### src/rtl/dec_freelist_pkg.sv
// -----------------------------------------------------------------------------
// dec_freelist_pkg
// Shared sizing for the rename-stage physical register free list.
//   PRF_NUM / ARF_NUM     : physical / architectural register counts
//   PRF_CODE_WIDTH        : width of a physical register code
//   ARF_CODE_WIDTH        : width of an architectural register index
//   FL_DEPTH              : free list capacity (PRF_NUM - ARF_NUM), power of two
//   PTR_W / CNT_W         : ring pointer width / occupancy counter width
//   LANES                 : rename and commit width
// -----------------------------------------------------------------------------
package dec_freelist_pkg;

  localparam int PRF_NUM        = 64;
  localparam int ARF_NUM        = 32;
  localparam int PRF_CODE_WIDTH = $clog2(PRF_NUM);
  localparam int ARF_CODE_WIDTH = $clog2(ARF_NUM);
  localparam int FL_DEPTH       = PRF_NUM - ARF_NUM;
  localparam int PTR_W          = $clog2(FL_DEPTH);
  localparam int CNT_W          = PTR_W + 1;
  localparam int LANES          = 4;

  typedef logic [PRF_CODE_WIDTH-1:0] prf_code_t;
  typedef logic [ARF_CODE_WIDTH-1:0] arf_code_t;
  typedef logic [PTR_W-1:0]          fl_ptr_t;
  typedef logic [CNT_W-1:0]          fl_cnt_t;

  // Ring index arithmetic: FL_DEPTH is a power of two, so truncation to
  // PTR_W bits is exactly the modulo-FL_DEPTH wrap.
  function automatic fl_ptr_t fl_ptr_add(fl_ptr_t base, logic [2:0] delta);
    return base + fl_ptr_t'(delta);
  endfunction

endpackage

### src/rtl/dec_fl_prefix.sv
// -----------------------------------------------------------------------------
// dec_fl_prefix
// Compacts a 4-lane request mask: each lane gets the number of requesting
// lanes below it, so requesters map onto consecutive ring slots.
//   i_req   : per-lane request mask
//   o_off   : per-lane offset (count of set bits below lane k)
//   o_total : popcount of i_req (0..4)
// -----------------------------------------------------------------------------
module dec_fl_prefix
  import dec_freelist_pkg::*;
(
  input  logic [LANES-1:0]      i_req,
  output logic [LANES-1:0][1:0] o_off,
  output logic [2:0]            o_total
);

  logic [2:0] acc;

  always_comb begin
    // NOTE: every combinational output gets a default before any branch or
    // loop so no path leaves it unassigned (which would infer a latch).
    acc   = '0;
    o_off = '0;
    // NOTE: blocking '=' here is intentional: acc is a running sum that each
    // loop iteration must see updated immediately.
    for (int k = 0; k < LANES; k++) begin
      o_off[k] = acc[1:0];
      acc      = acc + 3'(i_req[k]);
    end
    o_total = acc;
  end

endmodule

### src/rtl/dec_freelist.sv
// -----------------------------------------------------------------------------
// dec_freelist
// Physical register free list feeding the 4-wide rename table. A ring of
// FL_DEPTH PRF codes: rename pops compacted codes at rd_ptr (zero-latency
// read), commit pushes returned codes at wr_ptr, and an exception flush
// reclaims every speculative allocation by rewinding rd_ptr.
//   clk, rst                       : clock, synchronous active-high reset
//   i_fl_alloc_req_0..3            : lane k needs a new destination PRF
//   i_fl_alloc_en                  : rename advances; allocation consumed
//   o_fl_alloc_prf_code_0..3       : new PRF code for lane k (0 if no request)
//   o_fl_alloc_rdy                 : enough free entries for all requests
//   i_fl_free_en_0..3              : commit lane k returns a PRF
//   i_fl_free_prf_code_0..3        : returned PRF code
//   i_fl_except_flush              : restore the non-speculative free list
//   o_fl_free_cnt                  : current number of free entries
// -----------------------------------------------------------------------------
module dec_freelist
  import dec_freelist_pkg::*;
(
  input  logic                      clk,
  input  logic                      rst,
  input  logic                      i_fl_alloc_req_0,
  input  logic                      i_fl_alloc_req_1,
  input  logic                      i_fl_alloc_req_2,
  input  logic                      i_fl_alloc_req_3,
  input  logic                      i_fl_alloc_en,
  output logic [PRF_CODE_WIDTH-1:0] o_fl_alloc_prf_code_0,
  output logic [PRF_CODE_WIDTH-1:0] o_fl_alloc_prf_code_1,
  output logic [PRF_CODE_WIDTH-1:0] o_fl_alloc_prf_code_2,
  output logic [PRF_CODE_WIDTH-1:0] o_fl_alloc_prf_code_3,
  output logic                      o_fl_alloc_rdy,
  input  logic                      i_fl_free_en_0,
  input  logic                      i_fl_free_en_1,
  input  logic                      i_fl_free_en_2,
  input  logic                      i_fl_free_en_3,
  input  logic [PRF_CODE_WIDTH-1:0] i_fl_free_prf_code_0,
  input  logic [PRF_CODE_WIDTH-1:0] i_fl_free_prf_code_1,
  input  logic [PRF_CODE_WIDTH-1:0] i_fl_free_prf_code_2,
  input  logic [PRF_CODE_WIDTH-1:0] i_fl_free_prf_code_3,
  input  logic                      i_fl_except_flush,
  output logic [CNT_W-1:0]          o_fl_free_cnt
);

  logic [LANES-1:0]        alloc_req;
  logic [LANES-1:0]        free_en;
  prf_code_t [LANES-1:0]   free_code;
  prf_code_t [LANES-1:0]   alloc_code;

  logic [LANES-1:0][1:0]   alloc_off;
  logic [LANES-1:0][1:0]   free_off;
  logic [2:0]              n_alloc;
  logic [2:0]              n_free;

  prf_code_t               mem_q [FL_DEPTH];
  prf_code_t               mem_d [FL_DEPTH];
  logic [FL_DEPTH-1:0]     mem_we;

  fl_ptr_t                 rd_ptr_q, rd_ptr_d;
  fl_ptr_t                 wr_ptr_q, wr_ptr_d;
  fl_cnt_t                 cnt_q, cnt_d;
  fl_cnt_t                 spec_cnt_q, spec_cnt_d;
  fl_cnt_t                 spec_after_free;

  logic                    alloc_rdy;
  logic                    alloc_fire;

  assign alloc_req = {i_fl_alloc_req_3, i_fl_alloc_req_2,
                      i_fl_alloc_req_1, i_fl_alloc_req_0};
  assign free_en   = {i_fl_free_en_3, i_fl_free_en_2,
                      i_fl_free_en_1, i_fl_free_en_0};
  assign free_code = {i_fl_free_prf_code_3, i_fl_free_prf_code_2,
                      i_fl_free_prf_code_1, i_fl_free_prf_code_0};

  dec_fl_prefix u_alloc_prefix (
    .i_req   (alloc_req),
    .o_off   (alloc_off),
    .o_total (n_alloc)
  );

  dec_fl_prefix u_free_prefix (
    .i_req   (free_en),
    .o_off   (free_off),
    .o_total (n_free)
  );

  // Ready looks only at the registered count: same-cycle frees are not
  // bypassed, they become allocatable after the edge.
  assign alloc_rdy  = cnt_q >= fl_cnt_t'(n_alloc);
  assign alloc_fire = i_fl_alloc_en & alloc_rdy & ~i_fl_except_flush;

  // Zero-latency compacted read of the ring head.
  always_comb begin
    alloc_code = '0;
    for (int k = 0; k < LANES; k++) begin
      if (alloc_req[k]) begin
        alloc_code[k] = mem_q[fl_ptr_add(rd_ptr_q, {1'b0, alloc_off[k]})];
      end
    end
  end

  assign o_fl_alloc_prf_code_0 = alloc_code[0];
  assign o_fl_alloc_prf_code_1 = alloc_code[1];
  assign o_fl_alloc_prf_code_2 = alloc_code[2];
  assign o_fl_alloc_prf_code_3 = alloc_code[3];
  assign o_fl_alloc_rdy        = alloc_rdy;
  assign o_fl_free_cnt         = cnt_q;

  // Compacted write of returned codes at the ring tail; offsets are
  // distinct, so at most one lane targets any entry.
  always_comb begin
    mem_we = '0;
    for (int i = 0; i < FL_DEPTH; i++) begin
      mem_d[i] = mem_q[i];
    end
    for (int k = 0; k < LANES; k++) begin
      if (free_en[k]) begin
        mem_we[fl_ptr_add(wr_ptr_q, {1'b0, free_off[k]})] = 1'b1;
        mem_d[fl_ptr_add(wr_ptr_q, {1'b0, free_off[k]})]  = free_code[k];
      end
    end
  end

  // Frees are older than a same-cycle flush, so they are folded in first;
  // the flush then rewinds rd_ptr over whatever is still speculative, which
  // lands it exactly on the new wr_ptr (ring full again).
  always_comb begin
    spec_after_free = spec_cnt_q - fl_cnt_t'(n_free);
    rd_ptr_d        = rd_ptr_q;
    wr_ptr_d        = fl_ptr_add(wr_ptr_q, n_free);
    cnt_d           = cnt_q + fl_cnt_t'(n_free);
    spec_cnt_d      = spec_after_free;
    if (i_fl_except_flush) begin
      rd_ptr_d   = rd_ptr_q - spec_after_free[PTR_W-1:0];
      cnt_d      = fl_cnt_t'(FL_DEPTH);
      spec_cnt_d = '0;
    end else if (alloc_fire) begin
      rd_ptr_d   = fl_ptr_add(rd_ptr_q, n_alloc);
      cnt_d      = cnt_d - fl_cnt_t'(n_alloc);
      spec_cnt_d = spec_cnt_d + fl_cnt_t'(n_alloc);
    end
  end

  // NOTE: sequential state uses non-blocking '<=' so every flop samples its
  // _d value from before the edge, independent of statement order.
  always_ff @(posedge clk) begin
    if (rst) begin
      rd_ptr_q   <= '0;
      wr_ptr_q   <= '0;
      cnt_q      <= fl_cnt_t'(FL_DEPTH);
      spec_cnt_q <= '0;
    end else begin
      rd_ptr_q   <= rd_ptr_d;
      wr_ptr_q   <= wr_ptr_d;
      cnt_q      <= cnt_d;
      spec_cnt_q <= spec_cnt_d;
    end
  end

  // Per-entry enabled flops.
  // NOTE: this storage is reset on purpose: after reset the ring must hold
  // the non-architectural codes ARF_NUM..PRF_NUM-1, so it is built from
  // resettable flops rather than a RAM macro.
  always_ff @(posedge clk) begin
    for (int i = 0; i < FL_DEPTH; i++) begin
      if (rst) begin
        mem_q[i] <= prf_code_t'(ARF_NUM + i);
      end else if (mem_we[i]) begin
        mem_q[i] <= mem_d[i];
      end
    end
  end

  // Illegal-use checks: returning more codes than are outstanding, or
  // returning p0 (permanently mapped to x0).
  always_ff @(posedge clk) begin
    if (!rst) begin
      assert ({1'b0, cnt_q} + 7'(n_free) <= 7'(FL_DEPTH));
      for (int k = 0; k < LANES; k++) begin
        assert (!(free_en[k] && (free_code[k] == '0)));
      end
    end
  end

endmodule

### config.mk
export PLATFORM = sky130hd
export DESIGN_NAME = dec_freelist
export DESIGN_NICKNAME = d
export VERILOG_FILES = /design/src/rtl/dec_freelist_pkg.sv /design/src/rtl/dec_fl_prefix.sv /design/src/rtl/dec_freelist.sv
export SDC_FILE = /design/constraint.sdc
export NUM_CORES = 2
export LEC_CHECK = 0
export ABC_AREA = 1
export CAP_MARGIN = 20
export CORE_MARGIN = 2
export CORE_UTILIZATION = 25
export CTS_CLUSTER_SIZE = 14
export DETAILED_ROUTE_END_ITERATION = 12
export PLACE_DENSITY = 0.39
export SLEW_MARGIN = 5
export SYNTH_ARGS = -nofsm -noshare
export SYNTH_HDL_FRONTEND = slang
export SYNTH_SLANG_ARGS = --single-unit
export TNS_END_PERCENT = 50
### constraint.sdc
create_clock -name clk -period 4.9 [get_ports clk]
set_input_delay 0.735 -clock clk [delete_from_list [all_inputs] [get_ports clk]]
set_output_delay 0.735 -clock clk [all_outputs]
set_load 0.02 [all_outputs]
Word level (Yosys, flattened, before mapping)
Memory sizes are Yosys's and may differ from the RTL's. A register that Yosys moved wholly into a read port is not among the register bits.
Cells that the tools add are included.
W data, S select, Z words.
{ "totals": {"register_bits": 22, "latchBits": 0, "mem_bits_rw": 192, "romBits": 0, "input_bits": 36, "n_memories": 1} }
{ "memory_table": {"columns": ["memory", "words", "word_bits", "read_ports", "rd_ports_with_merged_regs", "wr", "line_no", "rtl"], "rows": [
  ["mem_q", 32, 6, 36, 1, 32, "dec_freelist.sv:54", "prf_code_t mem_q [FL_DEPTH];"]
]} }
{ "op_classes": {"addsub": 19, "mul": 0, "n_div": 0, "order_cmp": 17, "eq_ne": 0, "n_shift": 0, "mux": 168, "n_bitwise": 42, "n_reduce_logical": 10} }
{ "ops": {"columns": ["operator", "count"], "rows": [
  ["$bwmux W192", 4],
  ["$mux W192", 4],
  ["$mux W6", 42],
  ["$mux W32", 4],
  ["$demux W6 S5", 4],
  ["$mux W1", 102],
  ["$or A32 B32 Y32", 3],
  ["$or A1 B1 Y1", 32],
  ["$ge A6 B6 Y1 const B", 4],
  ["$lt A5 B6 Y1 const B", 4],
  ["$lt A6 B1 Y1 const B", 4],
  ["$not A5 Y6", 4],
  ["$add A5 B2 Y5", 4],
  ["$demux W1 S5", 4],
  ["$ge A5 B1 Y1 const B", 4],
  ["$mux W5", 4],
  ["$add A3 B1 Y3", 4],
  ["$add A6 B3 Y6", 2],
  ["$sub A6 B3 Y6", 2],
  ["$add A5 B1 Y5", 2],
  ["$add A5 B3 Y5", 2],
  ["$logic_and A1 B1 Y1", 8],
  ["$ge A6 B3 Y1", 1],
  ["$sub A5 B5 Y5", 1],
  ["other kinds (5)", 7]
]} }

Logic depth before layout (Yosys ltp)
{ "depth": {"word_depth": 15, "depth_mapped": 18} }

Modules after synthesis
From an unflattened synthesis, not the netlist that was laid out.
{ "unflattened": {"hier_cells": 5039, "hier_area_um2": 28247.1} }
{ "by_module_without_submodules": {"columns": ["mod", "instances", "cells_each", "area_each_um2", "seq_area_each_um2"], "rows": [
  ["dec_freelist", 1, 4999, 27949.3, 6185.9],
  ["dec_fl_prefix", 2, 20, 148.9, 0.0]
]} }

Worst setup path after synthesis
OpenSTA, ideal clock, no wires.
{ "synth_timing": {"kind": "input -> output", "startpoint": "in i_fl_alloc_req_0", "endpoint": "out o_fl_alloc_prf_code_3[2]", "arrival_time_ps": 3244, "setup_slack_ps": 921, "path_stages": 15, "n_path_buf": 2, "cell_sequence": "fa_1 > ha_1 > inv_1 > fa_1 > clkbuf_1 > inv_1 > buf_1 > a21oi_1 > o21ai_0 > nand3_1 > nand3_1 > nand2_1 > nand2_1 > nand2_1 > nor2_1"} }
{ "synth_between": {"elab_chain_len": 5} }
{ "synth_lines": {"columns": ["item", "line_no", "rtl"], "rows": [
  ["start, declared", "dec_freelist.sv:22", "input logic i_fl_alloc_req_0,"],
  ["$add A1 B1 Y2", "dec_fl_prefix.sv:28", "acc = acc + 3'(i_req[k]);"],
  ["$add A3 B1 Y3", "dec_fl_prefix.sv:28", null],
  ["$add A5 B2 Y5", "dec_freelist_pkg.sv:30", "return base + fl_ptr_t'(delta);"],
  ["$mem_v2 Z32 W6", null, null],
  ["$mux W6", "dec_freelist.sv:95", "if (alloc_req[k]) begin"],
  ["end, declared", "dec_freelist.sv:30", "output logic [PRF_CODE_WIDTH-1:0] o_fl_alloc_prf_code_3,"]
]} }
No other way between the ends.

Worst setup path in the final report
{ "layout_timing": {"startpoint": "in i_fl_alloc_req_0", "endpoint": "out o_fl_alloc_prf_code_3[3]"} }
The elaborated chain is that of the path after synthesis.

==> summary.md <==
| Metric | Value |
|---|---|
| Stages on worst setup path | 14 |
| Worst Hold Class | input port to register |
| Die area | 115,000 um^2 |
| WL final | 171,000 um |
| Fin crit share | 97.3% |
| Chip width | 339 um |
| Initial DRC count | 5,025 |
| Final worst-path setup slack | between 0.1 and 0.15 ns |
| Height of the die | ~340 um |
| Mapped Cells | 4,960 |
| Root Buffer | clkbuf_16 |
| Fin cells | 6,405 |
| Clk slew on worst S/H paths | 0.05 ns |
| Input/output buffers | 66 |
| Most frequent cells in the layout | 1,474 x nand2_1, 665 x nand3_1, 509 x o21ai_0 |
| Peak supply drop | 0.203 mV |
| # DRC | 0 |
| Async set-reset flop share out of synthesis | 0% |
| Routed vias/inst | 5.51 |
| Worst-Skew Late Latency | 0.57 ns |
| Initial antenna violation count | 6 |
| Register area share after synthesis | 22.4% |
| Data required, critical path | 4.16 ns |
| Max Fclk | approximately 0.21 GHz |
| DP HPWL | 121,000 um |
| First-pass GRT wire length | 240,000 um |
| Placed cells | ~6,300 |
| CTS tree | done |
| ANT nets after route | 0 |
| Post-layout util | roughly 29% |
| Crit path kind | input port to primary output |
| Area Overhead vs Synth | 14.2% |
| Power per cell area | 478 nW/um^2 |
| Layout Skew | approximately 0.016 ns |
| Nets | 4,988 |
| Fin crit period | 4.77 ns |
| Fin. Hold Viols | 0 |
| Pre-CTS setup slack | -0.173 ns |
| H-tree depth | 2 |
| Top Ports | 67 |
| RSZ-0062 raised after global routing | false |
| Total congestion overflow | 0 |
| Hold Crit Depth | 3 |
| WP buf/inv | 5 |
| Initial Utilization | 25.3% |
| R2r worst-path depth | 8 |
| Synth Flop Type | edfxtp_1 |
| Fin Setup TNS | 0 ns |
| Layout cells sized above 1 | 7.40% |
| Fin Hold WS | 0.605 ns |
| Setup Buffers After CTS | 0 |
| Outcome | completed |
| Pin count of the biggest net entering global routing | 102 |
| EDFF count, synth | 192 |
| Syn Nets | 5,052 |
| Cell family with most CP delay | adder cells |
| Final Setup Violations | 0 |
| Clk sinks | 218 |
| Wirelength per Cell | 26.7 um |
| Mapped cell area | 28,000 um^2 |
| Crit path DAT | 4.03 ns |
| Vias in the first global route | between 30,000 and 40,000 |
| Yosys warnings | 0 |
| Static Leakage | 14.7 nW |
| Final Slew Violations | 0 |
| CTS buffer count | 34 |
| Seq cells post-synth | approximately 220 |
| Commonest non-fill, non-tap cell in the layout | nand2_1 |
| Cell Rows | between 100 and 150 |
| Syn avg cell area | 5.65 um^2 |
| Clock buffer depth | 3 |
| Synth unique cells | 40 |
| CP cell instances | clkdlybuf4s50_1 -> fa_1 -> ha_4 -> inv_1 -> fa_2 -> buf_4 -> buf_12 -> a21oi_1 -> o21ai_0 -> nand3_1 -> nand3_1 -> a21oi_1 -> nor2_1 -> dlygate4sd2_1 |
| Via Count | 35,300 |
| Slew at the pin closest to its max-slew limit | 1.24 ns |
| Area of the core | 111,000 um^2 |
| GPL Wtd Cong | 0.940 |
| CP max stage delay | ~0.63 ns |
| GRT Util Overall | 28.6% |
| CP max-delay cell | fa_1 |
| Critical Path End Type | primary output |
| Max Fanout on Critical Path | 11 |
| Pre-antenna DRT Iters | 6 |
| Setup crit start kind | input port |
| Worst relative slew slack | approximately 17% |
| Max-cap violations | 0 |
[cell families (layout without fill, tap and decap cells)]
logic type                 after synthesis  after routing  share of synthesized area (%)
and+or+nand+nor                       2845           2845                           44.2
AOI/OAI and AO/OA                     1017           1017                           18.7
buffers and inverters                  808            764                           11.3
DFF                                    218            218                           22.4
adders and majority gates               56             56                           2.87
xor gates and xnor gates                16             16                          0.500
other                                    0              1                              0
[worst paths after layout]
check	startpoint	to	slack, ns
setup / recovery	i_fl_alloc_req_0	o_fl_alloc_prf_code_3[3]	0.13
hold / removal	rst	o_fl_free_cnt[5]	0.61
setup reg to reg	wr_ptr_q[1]	mem_q[1][2]	1.21
hold reg to reg	spec_cnt_q[0]	spec_cnt_q[0]	0.63
[through the flow]
| stage | power (mW) | area (um^2) |
|---|---|---|
| final | 15.3 | 32000 |
| after global routing | 16.2 | 32000 |
| after CTS | 15.1 | 32000 |
| after detailed placement | 12.7 | 31000 |
| after global placement | 12.7 | 31000 |
| after floorplan | 8.55 | 28000 |
[routing by layer]
metal / up-vias / global-route usage (%) / part of all wire [%]
met5: - / 0 / 0.0076
met4: 2 / 11.5 / 4.6
met3: 331 / 4.64 / 9.7
met2: 1930 / 42.9 / 42
met1: 16600 / 40.6 / 44
li1: 16500 / - / -
[flip-flops by register name, indices dropped and copies added, names as in the netlist, named ones only]
register and flops:
mem_q 192, wr_ptr_q 5, rd_ptr_q 5, o_fl_free_cnt 6
spec_cnt_q 5
[cell usage after synthesis (2+ instances only)]
cell,instances,area [um^2]
nand4_2,13,163
clkbuf_1,245,920
buf_1,41,154
nand2_1,1474,5530
nand4_1,191,1190
xor2_1,11,96.3
a21oi_2,6,52.6
ha_1,42,526
inv_1,426,1600
xnor2_1,5,43.8
a31oi_1,2,12.5
o21a_1,3,22.5
fa_1,14,280
nor2_1,424,1590
inv_2,20,75.1
nor3_1,19,95.1
o21ai_0,509,2550
nor2_2,18,113
o211ai_1,37,278
nor2_4,7,78.8
nand2_2,6,37.5
buf_6,4,45.0
nand3_2,18,180
nor3_2,5,50.1
buf_2,45,225
a21oi_1,454,2270
buf_4,17,128
nand3_1,665,3330
clkinv_1,10,37.5
or2_2,2,12.5
nand3b_1,2,15.0
dfxtp_1,26,521
edfxtp_1,192,5770
[final cells by class]
class                   count  area (um^2)
multi-input cells        3934        18700
clock inverters            15          134
flip-flops and latches    218         6290
clock buffers              41          918
fillers                 12600        78900
well taps                1488         1860
inverters                 456         1710
repair buffers            252         2400
diodes                      1         2.50
[worst min-delay path: cells and delay by family]
kind	cells	cell delay, ns
AND/OR/NAND/NOR	2	0.26
buffers and inverters	1	0.13
[report_power, final]
part	total [mW]	internal [mW]	switching, mW
registers	2.69	2.27	0.424
logic	10.2	3.21	6.94
clock network	2.46	1.43	1.03
[what timing repair did]
item	in CTS	in global routing
gates resized for setup	11	5
setup endpoints to repair	9	3
hold buffers	0	0
cloned	0	0
pin swaps	0	0
Note: power is estimated with default switching activity, not from simulation.
